$ cat src/rtl/mmuart_fabric_rx_pkg.sv
// Shared constants and FSM state type for the fabric-side MMUART receiver.
package mmuart_rx_pkg;

  // Oversample ticks per bit, tick index of the start-bit centre, payload size.
  localparam int OVS_RATE  = 16;
  localparam int MID_TICK  = 8;
  localparam int DATA_BITS = 8;

  // Deserializer states.
  typedef enum logic [2:0] {
    IDLE,
    START,
    DATA,
    STOP,
    WAIT_IDLE
  } rx_state_e;

endpackage

$ cat src/rtl/mmuart_fabric_rx_if.sv
// Byte-stream side of the receiver: valid/ready data plus error flags.
// The receiver is the master (it produces bytes); the consumer is the slave.
interface mmuart_fabric_rx_if;
  logic [7:0] RX_DATA;
  logic       RX_VALID;
  logic       RX_READY;
  logic       FRAME_ERR;
  logic       OVERRUN;
  logic       ERR_CLR;

  modport master (
    output RX_DATA,
    output RX_VALID,
    output FRAME_ERR,
    output OVERRUN,
    input  RX_READY,
    input  ERR_CLR
  );

  modport slave (
    input  RX_DATA,
    input  RX_VALID,
    input  FRAME_ERR,
    input  OVERRUN,
    output RX_READY,
    output ERR_CLR
  );
endinterface

$ cat src/rtl/mmuart_fabric_rx_fifo.sv
// Small show-ahead FIFO: dout_o always presents the oldest entry.
// A push while full is accepted only when a pop happens in the same cycle.
module mmuart_rx_fifo #(
  parameter int DEPTH = 4,
  parameter int WIDTH = 8
) (
  input  logic             CLK,
  input  logic             RESET,
  input  logic             push_i,
  input  logic [WIDTH-1:0] din_i,
  input  logic             pop_i,
  output logic [WIDTH-1:0] dout_o,
  output logic             full_o,
  output logic             empty_o
);

  localparam int AW = $clog2(DEPTH);

  logic [WIDTH-1:0] mem_q [DEPTH];
  logic [AW-1:0]    wr_ptr_q, wr_ptr_d;
  logic [AW-1:0]    rd_ptr_q, rd_ptr_d;
  logic [AW:0]      count_q, count_d;
  logic             do_push, do_pop;

  assign empty_o = (count_q == '0);
  assign full_o  = (count_q == (AW+1)'(DEPTH));
  assign do_pop  = pop_i & ~empty_o;
  assign do_push = push_i & (~full_o | do_pop);
  assign dout_o  = mem_q[rd_ptr_q];

  // Pointer and occupancy next-state; pointers wrap naturally at DEPTH.
  always_comb begin
    wr_ptr_d = wr_ptr_q;
    rd_ptr_d = rd_ptr_q;
    count_d  = count_q;
    if (do_push) wr_ptr_d = wr_ptr_q + 1'b1;
    if (do_pop)  rd_ptr_d = rd_ptr_q + 1'b1;
    case ({do_push, do_pop})
      2'b10:   count_d = count_q + 1'b1;
      2'b01:   count_d = count_q - 1'b1;
      default: count_d = count_q;
    endcase
  end

  // Pointer and occupancy registers.
  always_ff @(posedge CLK or posedge RESET) begin
    if (RESET) begin
      wr_ptr_q <= '0;
      rd_ptr_q <= '0;
      count_q  <= '0;
    end else begin
      wr_ptr_q <= wr_ptr_d;
      rd_ptr_q <= rd_ptr_d;
      count_q  <= count_d;
    end
  end

  // Storage entries, cleared on reset so the head reads 0x00 out of reset.
  generate
    for (genvar gi = 0; gi < DEPTH; gi++) begin : g_entry
      always_ff @(posedge CLK or posedge RESET) begin
        if (RESET) begin
          mem_q[gi] <= '0;
        end else if (do_push && (wr_ptr_q == AW'(gi))) begin
          mem_q[gi] <= din_i;
        end
      end
    end
  endgenerate

endmodule

$ cat src/rtl/mmuart_fabric_rx.sv
// Fabric-side 8N1 UART receiver for the MSS MMUART TXD line.
// RXD -> 2-FF synchronizer -> 16x oversampling deserializer -> show-ahead FIFO.
module mmuart_fabric_rx
  import mmuart_rx_pkg::*;
#(
  parameter int OVS_DIV    = 27,
  parameter int FIFO_DEPTH = 4
) (
  input  logic               CLK,
  input  logic               RESET,
  input  logic               RXD,
  mmuart_fabric_rx_if.master rx
);

  localparam int DIV_W = $clog2(OVS_DIV);
  localparam int SUB_W = $clog2(OVS_RATE);

  localparam logic [DIV_W-1:0] DIV_LAST = DIV_W'(OVS_DIV - 1);
  localparam logic [SUB_W-1:0] SUB_MID  = SUB_W'(MID_TICK - 1);
  localparam logic [SUB_W-1:0] SUB_LAST = SUB_W'(OVS_RATE - 1);
  localparam logic [2:0]       BIT_LAST = 3'(DATA_BITS - 1);

  logic             sync1_q, rxd_s_q;
  rx_state_e        state_q, state_d;
  logic [DIV_W-1:0] div_cnt_q, div_cnt_d;
  logic [SUB_W-1:0] sub_cnt_q, sub_cnt_d;
  logic [2:0]       bit_idx_q, bit_idx_d;
  logic [7:0]       shift_q, shift_d;
  logic             frame_err_q, frame_err_d;
  logic             overrun_q, overrun_d;
  logic             tick, push, pop;
  logic             fifo_full, fifo_empty;
  logic [7:0]       fifo_dout;

  assign tick = (div_cnt_q == DIV_LAST);
  assign pop  = ~fifo_empty & rx.RX_READY;

  assign rx.RX_DATA   = fifo_dout;
  assign rx.RX_VALID  = ~fifo_empty;
  assign rx.FRAME_ERR = frame_err_q;
  assign rx.OVERRUN   = overrun_q;

  // Two-flop synchronizer; resets to the idle (high) line level.
  always_ff @(posedge CLK or posedge RESET) begin
    if (RESET) begin
      sync1_q <= 1'b1;
      rxd_s_q <= 1'b1;
    end else begin
      sync1_q <= RXD;
      rxd_s_q <= sync1_q;
    end
  end

  // Deserializer state, oversample counters, shift register and error pulse.
  always_ff @(posedge CLK or posedge RESET) begin
    if (RESET) begin
      state_q     <= IDLE;
      div_cnt_q   <= '0;
      sub_cnt_q   <= '0;
      bit_idx_q   <= '0;
      shift_q     <= '0;
      frame_err_q <= 1'b0;
    end else begin
      state_q     <= state_d;
      div_cnt_q   <= div_cnt_d;
      sub_cnt_q   <= sub_cnt_d;
      bit_idx_q   <= bit_idx_d;
      shift_q     <= shift_d;
      frame_err_q <= frame_err_d;
    end
  end

  // Next-state logic. Counters are held at zero in IDLE, so the first tick
  // after a start edge always lands OVS_DIV cycles later.
  always_comb begin
    state_d     = state_q;
    div_cnt_d   = tick ? '0 : div_cnt_q + 1'b1;
    sub_cnt_d   = tick ? sub_cnt_q + 1'b1 : sub_cnt_q;
    bit_idx_d   = bit_idx_q;
    shift_d     = shift_q;
    frame_err_d = 1'b0;
    push        = 1'b0;

    case (state_q)
      IDLE: begin
        div_cnt_d = '0;
        sub_cnt_d = '0;
        bit_idx_d = '0;
        if (!rxd_s_q) state_d = START;
      end

      START: begin
        // Mid start bit: a high line here means the edge was a glitch.
        if (tick && (sub_cnt_q == SUB_MID)) begin
          sub_cnt_d = '0;
          bit_idx_d = '0;
          state_d   = rxd_s_q ? IDLE : DATA;
        end
      end

      DATA: begin
        if (tick && (sub_cnt_q == SUB_LAST)) begin
          sub_cnt_d = '0;
          shift_d   = {rxd_s_q, shift_q[7:1]};
          bit_idx_d = bit_idx_q + 1'b1;
          if (bit_idx_q == BIT_LAST) state_d = STOP;
        end
      end

      STOP: begin
        if (tick && (sub_cnt_q == SUB_LAST)) begin
          sub_cnt_d = '0;
          if (rxd_s_q) begin
            push    = 1'b1;
            state_d = IDLE;
          end else begin
            frame_err_d = 1'b1;
            state_d     = WAIT_IDLE;
          end
        end
      end

      WAIT_IDLE: begin
        // A held-low line (break) must return high before the next frame.
        if (rxd_s_q) state_d = IDLE;
      end

      default: state_d = IDLE;
    endcase
  end

  // Overrun: a good byte with nowhere to go sets the flag; set beats clear.
  always_comb begin
    overrun_d = overrun_q;
    if (push && fifo_full && !pop) begin
      overrun_d = 1'b1;
    end else if (rx.ERR_CLR) begin
      overrun_d = 1'b0;
    end
  end

  // Sticky overrun flag register.
  always_ff @(posedge CLK or posedge RESET) begin
    if (RESET) overrun_q <= 1'b0;
    else       overrun_q <= overrun_d;
  end

  mmuart_rx_fifo #(
    .DEPTH (FIFO_DEPTH),
    .WIDTH (8)
  ) u_fifo (
    .CLK     (CLK),
    .RESET   (RESET),
    .push_i  (push),
    .din_i   (shift_q),
    .pop_i   (pop),
    .dout_o  (fifo_dout),
    .full_o  (fifo_full),
    .empty_o (fifo_empty)
  );

endmodule

$ cat src/flat_wrapper.sv
// flat-port wrapper written by rule: the top's interface ports become plain ports
module mmuart_fabric_rx_flat import mmuart_rx_pkg::*;
#(
  parameter int OVS_DIV    = 27,
  parameter int FIFO_DEPTH = 4
)
  (CLK, RESET, RXD, rx_RX_DATA, rx_RX_VALID, rx_FRAME_ERR, rx_OVERRUN, rx_RX_READY, rx_ERR_CLR);
  mmuart_fabric_rx_if rx_i ();
  input  logic CLK;
  input  logic RESET;
  input  logic RXD;
  output wire logic [$bits(rx_i.RX_DATA)-1:0] rx_RX_DATA;
  output wire logic [$bits(rx_i.RX_VALID)-1:0] rx_RX_VALID;
  output wire logic [$bits(rx_i.FRAME_ERR)-1:0] rx_FRAME_ERR;
  output wire logic [$bits(rx_i.OVERRUN)-1:0] rx_OVERRUN;
  input wire logic [$bits(rx_i.RX_READY)-1:0] rx_RX_READY;
  input wire logic [$bits(rx_i.ERR_CLR)-1:0] rx_ERR_CLR;
  assign rx_RX_DATA = rx_i.RX_DATA;
  assign rx_RX_VALID = rx_i.RX_VALID;
  assign rx_FRAME_ERR = rx_i.FRAME_ERR;
  assign rx_OVERRUN = rx_i.OVERRUN;
  assign rx_i.RX_READY = rx_RX_READY;
  assign rx_i.ERR_CLR = rx_ERR_CLR;
  mmuart_fabric_rx #(.OVS_DIV(OVS_DIV), .FIFO_DEPTH(FIFO_DEPTH)) u_core (.CLK(CLK), .RESET(RESET), .RXD(RXD), .rx(rx_i));
endmodule
$ cat config.mk
export PLATFORM = sky130hd
export DESIGN_NAME = mmuart_fabric_rx_flat
export DESIGN_NICKNAME = d
export VERILOG_FILES = /design/src/rtl/mmuart_fabric_rx_pkg.sv /design/src/rtl/mmuart_fabric_rx_if.sv /design/src/rtl/mmuart_fabric_rx_fifo.sv /design/src/rtl/mmuart_fabric_rx.sv /design/src/flat_wrapper.sv
export SDC_FILE = /design/constraint.sdc
export NUM_CORES = 1
export LEC_CHECK = 0
export ABC_AREA = 1
export BUFFER_PORTS_ARGS = -buffer_cell sky130_fd_sc_hd__buf_2
export CAP_MARGIN = 20
export CORE_ASPECT_RATIO = 2
export CORE_MARGIN = 8
export CORE_UTILIZATION = 30
export CTS_CLUSTER_SIZE = 28
export DETAILED_ROUTE_END_ITERATION = 12
export GPL_TIMING_DRIVEN = 1
export PLACE_DENSITY = 0.5
export SETUP_SLACK_MARGIN = 0.5
export SYNTH_ARGS = -nofsm -noshare
export SYNTH_HDL_FRONTEND = slang
export SYNTH_SLANG_ARGS = --single-unit
$ cat constraint.sdc
create_clock -name CLK -period 4.1 [get_ports CLK]
set_input_delay 0.205 -clock CLK [delete_from_list [all_inputs] [get_ports CLK]]
set_output_delay 0.205 -clock CLK [all_outputs]
set_load 0.03 [all_outputs]
==> flow_metrics.tcl, run 1 <==
set metrics [dict create \
    synth.cell_area_mm2 0.00317 \
    hp-start "rx_ERR_CLR" \
    synthTopCellsByArea "dfrtp_1 51%, nand2_1 9.2%, o21ai_1 4.7%" \
    clkSinkCount 66 \
    r2r_setup_slack_ps 1730 \
    vias 2241 \
    status "complete, no violations" \
    utilization_pct 35.5 \
    hpwl_um 4530 \
    numPortBuffers 15 \
    worstReg2RegStart "u_core.div_cnt_q[0]$_DFF_PP0_" \
    crit_start "u_core.u_fifo.rd_ptr_q[0]$_DFFE_PP0P_" \
    dp.cells 489 \
    cts_tree "done" \
    cts_hold_buf 1 \
    pwr_density_cell_mw_per_mm2 546 \
    wirelength_um 6570 \
    die_w_um 88.7 \
    grt_pass1_vias 2373 \
    avgSynthCellArea_um2 9.22 \
    min_period_ps 2390 \
    die_area_mm2 0.0143 \
    critical_path_required_ps 3890 \
    relSlewSlack_pct 40.7 \
    synth-compound-area-share_pct 13.1 \
    dr.pass1.iters 4 \
    worst_ep_arrival_time_ps 2180 \
    yosys.area_share.simple_pct 21.8 \
    use_met2_pct 17.8 \
    skew_ps 4.99 \
    busiest_layer "met2" \
    place_congestion 0.777 \
    rows 53 \
    synthCells 344 \
    critPathLaunchType "register" \
    synth_edf_count 0 \
    synthFlopType "dfrtp_1" \
    yosysWarnings 0 \
    synthAdderAreaFrac_pct 4.58 \
    grt_pass1_wl_um 11300 \
    yosys-top-cells-count "78 x nand2_1, 64 x dfrtp_1, 36 x nor2_1, 30 x inv_1, 30 x o21ai_1" \
    area.growth.synth_to_final_pct 16.5 \
    use_met3_pct 3.10 \
    cts_buffers 9 \
    synthMuxAreaShare_pct 0 \
    grt_setup_unrepaired "false" \
    ant_nets 0 \
    final.setup.tns_ps 0 \
    diodes 0 \
    antenna_found_initial 0 \
    initial_core_util_pct 30.5 \
    synth.most_common_cell "nand2_1" \
    root_buffer "clkbuf_16" \
    nNetsFinal 380 \
    post-cts-setup-buffer-count 0 \
    reg2reg_depth 11 \
    crit_path_end_kind "output port" \
    cts_resized 0 \
    slew_violations 0 \
    path_class "reg2out" \
    regArea_mm2 0.00165 \
    period_share_pct 58.3 \
    coreArea_mm2 0.0104 \
    syn_nets 360 \
    overflow 0 \
    path_max_fanout 19 \
    layout.cells.non_filler 506 \
    worst_pin_slew_ps 888 \
    cap_viol_max_count 0 \
    worstHoldPathCells 2 \
    drive_gt1_share_pct 15.4 \
    setup_viol 0 \
    fill_cells 1087 \
    drt_iter0_markers 95 \
    hold_viol 0 \
    yosysSeqAreaShare_pct 52.2 \
    yosysTopAreaCellShare_pct 50.5 \
    synth_cell_type_count 28 \
    die_y_um 161 \
    ir_worst_vdd_uv 256 \
    viasPerCell 4.43 \
    synth-xor-area-share_pct 2.76 \
    grt_max_degree 42 \
    max_freq_mhz 419 \
    synth_top_family_by_area "simple AND/OR/NAND/NOR gates" \
    clk_latency_ps 330 \
    leakagePower_nw 1.72 \
    gr-usage-met1_pct 11.3 \
    synth_async_sr_flop_share_pct 100 \
    ctsLongestPathBuffers 2 \
    ios 16 \
    ctsHtreeMaxLevel 3 \
    yosys.area.top_type "dfrtp_1" \
    wl_per_cell_um 13.0 \
    hp-class "in2reg" \
    grtUsageTotal_pct 10.4 \
    ys_ff_latch 66 \
    cts.reportedPaths.clkPinSlew_ps 50 \
    multiInputGateArea_mm2 0.00134 \
    drcViolationCount 0 \
]
-- sequential cells by signal, indices dropped and copies added (netlist names) --
signal,cells
u_core.rx.FRAME_ERR,1
u_core.u_fifo.count_q,3
u_core.u_fifo.mem_q,32
u_core.rxd_s_q,1
u_core.bit_idx_q,3
u_core.u_fifo.rd_ptr_q,2
u_core.u_fifo.wr_ptr_q,2
u_core.shift_q,8
u_core.state_q,3
u_core.div_cnt_q,5
u_core.sub_cnt_q,4
u_core.rx.OVERRUN,1
u_core.sync1_q,1
-- worst max-delay path, cell delays in order, from the launching register on --
cell     delay (ps)
dfrtp_1         780
inv_1           460
o21ai_0         330
o22ai_1         100
buf_2           190
-- power breakdown --
| part | switching, mW | internal, mW | leakage, nW |
|---|---|---|---|
| combinational | 0.316 | 0.136 | 0.700 |
| clock | 0.276 | 0.549 | 0.149 |
| sequential | 0.0617 | 0.680 | 0.869 |
-- placed cells by master, fill, tap and decap left out, drive strengths merged --
| cell | netlist | final |
|---|---|---|
| bufinv | 0 | 2 |
| o22ai | 8 | 8 |
| nand3 | 18 | 18 |
| nor2 | 40 | 40 |
| clkinvlp | 0 | 2 |
| dfstp | 2 | 2 |
| xnor2 | 3 | 3 |
| nand2 | 83 | 83 |
| nand3b | 1 | 1 |
| o21ai | 61 | 61 |
| nand4 | 1 | 1 |
| ha | 10 | 10 |
| a21oi | 6 | 6 |
| clkbuf | 3 | 12 |
| fa | 1 | 1 |
| dfrtp | 64 | 64 |
| dlygate4sd3 | 0 | 1 |
| inv | 31 | 31 |
| buf | 5 | 16 |
| xor2 | 7 | 7 |
-- cells by family after synthesis --
logic type	Yosys count
compound gates	75
xor+xnor	10
fa+ha+maj	11
buf+inv	39
flops	66
simple gates	143
-- layout make-up --
cell class                      instances  share of cell area (%)
Clock buffer                           12                    6.67
Inverter                               31                    3.15
Clock inverter                          4                    2.03
Tap cell                              137                    4.64
Multi-Input combinational cell        239                    36.2
Timing Repair Buffer                   17                    2.51
Sequential cell                        66                    44.8
-- final timing paths --
kind,end
setup / recovery,rx_RX_DATA[2]
hold / removal,u_core.rx.OVERRUN$_DFFE_PP0P_
setup reg to reg,u_core.u_fifo.count_q[1]$_DFFE_PP0P_
hold reg to reg,u_core.rxd_s_q$_DFF_PP1_
max in group asynchronous,u_core.rxd_s_q$_DFF_PP1_
min in group asynchronous,u_core.state_q[1]$_DFFE_PP0P_
-- metal layers --
layer	share of wire, %	vias up
li1	-	1156
met1	42	1059
met2	54	18
met3	3.2	8
met4	1.6	0
met5	0	-
-- stage by stage --
step	setup WS (ps)	hold WS (ps)	cell area (um2)	power, mW
5_1_grt	1520	73.6	3690	2.13
6_report	1710	56.7	3690	2.02
4_1_cts	1690	45.6	3690	2.05
3_3_place_gp	1780	313	3360	1.20
3_5_place_dp	1710	313	3360	1.21
2_1_floorplan	1910	209	3170	1.06
No activity file was read; power rests on OpenSTA's default activity.
==> run 2, diff against run 1 <==
==> constraint.sdc (replaced) <==
create_clock -name CLK -period 2.21 [get_ports CLK]
set_input_delay 0.1105 -clock CLK [delete_from_list [all_inputs] [get_ports CLK]]
set_output_delay 0.1105 -clock CLK [all_outputs]
set_load 0.03 [all_outputs]
==> run 2 against run 1 <==
Hold slack improved by 120 ps. Count of clock-buffer cells in the layout decreased by 2. Sequential power increased by 82%. Combinational power increased by 140%. Wire length increased by 23%. Via count increased by 13%. First-iteration DRC count increased by 3.2%. Sequential share of layout area decreased by 4.9 points. Final cell count increased by 6.1%. Clock power increased by 71%. Register-to-register slack got worse by 1400 ps. Critical path depth increased by 8.
==> flow_metrics.tcl, run 2 (same netlist as run 1, synthesis figures left out) <==
set metrics [dict create \
    final_common_cell "nand2_1" \
    clk_latency_ps 330 \
    path_class "reg2reg" \
    top_regs "u_core.u_fifo.mem_q (32), u_core.shift_q (8), u_core.div_cnt_q (5)" \
    coreArea_mm2 0.0104 \
    ir_worst_vdd_uv 366 \
    ant_nets 0 \
    dp.cells 493 \
    relSlewSlack_pct 64.8 \
    layout.cells.non_filler 537 \
    critPathLaunchType "register" \
    grt_pass1_vias 2585 \
    die_y_um 161 \
    root_buffer "clkbuf_16" \
    min_period_ps 1900 \
    hold_viol 0 \
    fill_cells 1083 \
    place_congestion 0.839 \
    cap_viol_max_count 0 \
    path_max_fanout 3 \
    diodes 0 \
    grt_max_degree 40 \
    drcViolationCount 0 \
    multiInputGateArea_mm2 0.00156 \
    largest_register_ffs 32 \
    grt_pass1_wl_um 13000 \
    pre_cts_slack_ps 121 \
    skew_ps 10.0 \
    rows 53 \
    initial_core_util_pct 30.5 \
    wl_per_cell_um 15.0 \
    overflow 0 \
    drt_iter0_markers 98 \
    slew_violations 0 \
    die_area_mm2 0.0143 \
    leakagePower_nw 1.86 \
    layout_common_cells "68 x nand2_1, 63 x dfrtp_1, 34 x nor2_1" \
    layout_setup_ws_ps 306 \
    dr.pass1.iters 4 \
    clkSinkCount 66 \
    final.setup.tns_ps 0 \
    vias 2522 \
    top_register "u_core.u_fifo.mem_q" \
    wirelength_um 8070 \
    hp-class "in2reg" \
    antenna_found_initial 0 \
    regArea_mm2 0.00166 \
    drive_gt1_share_pct 31.5 \
    cts.reportedPaths.clkPinSlew_ps 50 \
    max_freq_mhz 525 \
    ios 16 \
    grt_setup_unrepaired "true" \
    critical_path_required_ps 2420 \
    area.growth.synth_to_final_pct 30.9 \
    worst_ep_arrival_time_ps 2110 \
    total_power_mw 3.82 \
    viasPerCell 4.70 \
    cts_buffers 9 \
    period_share_pct 86.1 \
    nNetsFinal 412 \
    pwr_density_cell_mw_per_mm2 921 \
    status "complete, no violations" \
    setup_viol 0 \
    ctsLongestPathBuffers 2 \
    cts_tree "done" \
    numPortBuffers 15 \
    worst_pin_slew_ps 528 \
    die_w_um 88.7 \
    crit_path_end_kind "register" \
    grtUsageTotal_pct 12.0 \
    ctsHtreeMaxLevel 3 \
    hpwl_um 4970 \
]
-- run 2: changes by cell type in the layout (fill, tap and decap cells not counted), sizes merged, moves of 2 or more --
cell,delta
clkinvlp,+4
clkbuf,-2
buf,+25
clkinv,+2
nand3,+4
dlygate4sd3,+2
inv,-3
-- run 2: what timing repair did --
| item | 4_1_cts | 5_1_grt |
|---|---|---|
| endpoints found under the setup margin | 42 | 59 |
| hold endpoints to repair | 9 | 0 |
| hold buffers | 3 | 0 |
| gates cloned | 4 | 1 |
| resized for setup | 15 | 35 |
| pin swaps | 10 | 5 |
| buffers inserted | 9 | 12 |
-- run 2: per-layer routing --
metal  share of wire (%)  vias to the layer above  global-route usage, %
li1                    -                     1241                      -
met1                  36                     1233                   11.6
met2                  60                       35                   22.6
met3                 2.3                       13                   2.80
met4                 2.5                        0                   5.43
met5                   0                        -                      0
-- run 2: final timing paths --
path / startpoint / endpoint / slack [ps] / cells past startpoint
setup / recovery: u_core.sub_cnt_q[0]$_DFF_PP0_ / u_core.u_fifo.count_q[2]$_DFFE_PP0P_ / 310 / 12
hold / removal: rx_RX_READY / u_core.rx.OVERRUN$_DFFE_PP0P_ / 170 / 4
max in group asynchronous: RESET / u_core.u_fifo.wr_ptr_q[1]$_DFFE_PP0P_ / 1200 / 4
hold reg to reg: u_core.sync1_q$_DFF_PP1_ / u_core.rxd_s_q$_DFF_PP1_ / 360 / 0
min in group asynchronous: RESET / u_core.u_fifo.mem_q[29]$_DFFE_PP0P_ / 250 / 3
setup reg to reg: u_core.sub_cnt_q[0]$_DFF_PP0_ / u_core.u_fifo.count_q[2]$_DFFE_PP0P_ / 310 / 12
-- run 2: area by class of cell --
cell class / instances / area share, %
multi-input combinational: 243 / 37.5
clock inverter: 5 / 1.33
inverter: 31 / 3.13
timing repair inverter: 1 / 0.121
sequential: 66 / 39.9
timing repair buffer: 44 / 8.20
tap: 137 / 4.13
clock buffer: 10 / 5.76
-- run 2: metrics by stage --
stage | hold slack, ps | cell area, um2 | util (%)
2_1_floorplan | 115 | 3210 | -
3_3_place_gp | 46.5 | 3430 | 32.9
3_5_place_dp | 51.7 | 3430 | 32.9
4_1_cts | 175 | 3930 | 37.7
5_1_grt | 230 | 4150 | 39.9
6_report | 173 | 4150 | 39.9
-- run 2: report_power, final --
group	leakage [nW]	internal, mW	switching, mW	total [mW]
Combinational	0.855	0.369	0.698	1.07
Sequential	0.868	1.26	0.0826	1.35
Clock	0.140	0.892	0.516	1.41
-- run 2: critical path: stages, from the launching register on --
cell,delay (ps)
dfrtp_1,380
ha_2,200
inv_2,80
nor2_4,50
nand2_4,90
nor2_8,40
nand2_4,60
ha_4,140
inv_4,30
fa_2,350
a21oi_2,140
o21ai_1,80
xor2_1,140
==> run 3, diff against run 2 <==
--- a/config.mk
+++ b/config.mk
@@ -6,16 +6,17 @@
 export NUM_CORES = 1
 export LEC_CHECK = 0
 export ABC_AREA = 1
-export BUFFER_PORTS_ARGS = -buffer_cell sky130_fd_sc_hd__buf_2
 export CAP_MARGIN = 20
 export CORE_ASPECT_RATIO = 2
 export CORE_MARGIN = 8
 export CORE_UTILIZATION = 30
 export CTS_CLUSTER_SIZE = 28
 export DETAILED_ROUTE_END_ITERATION = 12
+export DONT_BUFFER_PORTS = 1
 export GPL_TIMING_DRIVEN = 1
-export PLACE_DENSITY = 0.5
+export PLACE_DENSITY = 0.49
 export SETUP_SLACK_MARGIN = 0.5
 export SYNTH_ARGS = -nofsm -noshare
 export SYNTH_HDL_FRONTEND = slang
 export SYNTH_SLANG_ARGS = --single-unit
+export TNS_END_PERCENT = 1
==> run 3 against run 2 <==
Register-to-register slack gained 20 ps. Non-clock buffer count shrank 20. Largest cell class unchanged. First-iteration DRC count grew 21%. Sequential cell count is the same. Hold slack lost 110 ps. Final area shrank 7.9%. Critical path type unchanged. Power shrank 3.1%. Clock power is essentially flat. Via count shrank 7.9%. Count of clock-buffer cells in the layout is the same. Sequential share of layout area grew 3.4 points.
==> flow_metrics.tcl, run 3 (same netlist as run 1, synthesis figures left out) <==
set metrics [dict create \
    wl_per_cell_um 13.4 \
    final.setup.tns_ps 0 \
    worst_pin_slew_ps 843 \
    ant_nets 0 \
    clk_latency_ps 330 \
    initial_core_util_pct 30.5 \
    place_congestion 0.796 \
    utilization_pct 36.7 \
    slew_violations 0 \
    ctsHtreeMaxLevel 3 \
    antenna_found_initial 0 \
    crit_start "u_core.sub_cnt_q[1]$_DFF_PP0_" \
    die_area_mm2 0.0143 \
    hp-start "rx_RX_READY" \
    grt_max_degree 67 \
    placed_area_mm2 0.00340 \
    path_max_fanout 3 \
    worst_path_largest_cell_delay_ps 380 \
    path_buf_inv 2 \
    critical_path.slowest_cell "dfrtp_1" \
    vias 2323 \
    ir_worst_vdd_uv 397 \
    overflow 0 \
    worst_ep_arrival_time_ps 2090 \
    path_delay_family "adder cells" \
    nNetsFinal 387 \
    grt_pass1_vias 2462 \
    regArea_mm2 0.00165 \
    max_freq_mhz 531 \
    coreArea_mm2 0.0104 \
    rows 53 \
    cts.reportedPaths.clkPinSlew_ps 50 \
    critical_path_required_ps 2410 \
    layout.cells.non_filler 513 \
    dr.pass1.iters 4 \
    design_area_mm2 0.00382 \
    cp_common_cell "nand2_4" \
    wirelength_um 6870 \
    critPathLaunchType "register" \
    relSlewSlack_pct 43.8 \
    period_share_pct 85.3 \
    viasPerCell 4.53 \
    top_register "u_core.u_fifo.mem_q" \
    status "complete, no violations" \
    drt_iter0_markers 119 \
    leakagePower_nw 1.75 \
    grt_pass1_wl_um 11800 \
    crit_path_end_kind "register" \
    worstReg2RegStart "u_core.sub_cnt_q[1]$_DFF_PP0_" \
    root_buffer "clkbuf_16" \
    grt_setup_unrepaired "true" \
    multiInputGateArea_mm2 0.00140 \
    area.growth.synth_to_final_pct 20.6 \
    crit_chain "ha_2 > inv_2 > nor2_4 > nand2_4 > nor2_8 > nand2_4 > ha_4 > inv_4 > fa_2 > a21oi_2 > o21ai_1 > xor2_1" \
    final_common_cell "nand2_1" \
    numPortBuffers 0 \
    diodes 0 \
    hp-class "in2reg" \
    skew_ps 6.36 \
    drcViolationCount 0 \
    drive_gt1_share_pct 19.7 \
    hold_ws_ps 66.9 \
    setup_viol 0 \
    top_regs "u_core.u_fifo.mem_q (32), u_core.shift_q (8), u_core.div_cnt_q (5)" \
    die_y_um 161 \
    layout_common_cells "77 x nand2_1, 64 x dfrtp_1, 35 x nor2_1" \
    fill_cells 1103 \
    path_class "reg2reg" \
    clkSinkCount 66 \
    cts_buffers 9 \
    dp.cells 485 \
    largest_register_ffs 32 \
    die_w_um 88.7 \
    ctsLongestPathBuffers 2 \
    hpwl_um 4820 \
    pwr_density_cell_mw_per_mm2 969 \
    hold_viol 0 \
    cap_viol_max_count 0 \
    ios 16 \
    cts_tree "done" \
    grtUsageTotal_pct 10.7 \
    min_period_ps 1880 \
]
[run 3: changes by cell type in the layout (fill, tap and decap cells not counted), sizes merged]
cell	change
buf	-20
inv	+3
clkinvlp	-5
nand3	-4
clkinv	+2
[run 3: worst register-to-register path, stage by stage (launching register included)]
cell,delay (ps)
dfrtp_1,380
ha_2,190
inv_2,80
nor2_4,60
nand2_4,90
nor2_8,50
nand2_4,60
ha_4,140
inv_4,40
fa_2,340
a21oi_2,110
o21ai_1,80
xor2_1,140
[run 3: cell type report]
cell class                 count  area share (%)
clock buffer                  10            5.99
clock inverter                 6            1.51
inverter                      31            3.11
multi-input combinational    239            36.7
sequential                    66            43.3
tap                          137            4.48
timing repair buffer          24            4.91
[run 3: per-layer routing]
metal / vias to the layer above / routed length, um / global-route usage [%]
li1: 1176 / - / -
met1: 1115 / 2680 / 10.5
met2: 22 / 3940 / 19.9
met3: 10 / 131 / 2.49
met4: 0 / 115 / 5.12
met5: - / 0 / 0
[run 3: worst paths after layout]
check	to	slack, ps	depth (start not counted)
max	u_core.u_fifo.count_q[2]$_DFFE_PP0P_	330	12
min	u_core.rx.OVERRUN$_DFFE_PP0P_	70	3
max reg2reg	u_core.u_fifo.count_q[2]$_DFFE_PP0P_	330	12
min reg2reg	u_core.rxd_s_q$_DFF_PP1_	360	0
max in group asynchronous	u_core.u_fifo.mem_q[27]$_DFFE_PP0P_	1160	3
min in group asynchronous	u_core.u_fifo.mem_q[25]$_DFFE_PP0P_	480	3
[run 3: stage by stage]
step	worst slack (ps)	power, mW
6_report	326	3.70
5_1_grt	222	3.90
4_1_cts	324	3.77
3_5_place_dp	82.0	2.35
3_3_place_gp	132	2.34
2_1_floorplan	188	2.01
[run 3: power by group]
part / internal, mW / leakage (nW) / switching (mW)
combinational: 0.343 / 0.736 / 0.655
clock: 0.865 / 0.142 / 0.514
sequential: 1.26 / 0.869 / 0.0659
[run 3: timing repair]
item,CTS,global route
buffers inserted,6,3
hold buffers,3,0
cloned,0,0
pin swaps,5,3
endpoints found under the setup margin,46,55
gates resized for setup,10,0
hold endpoints to repair,66,0
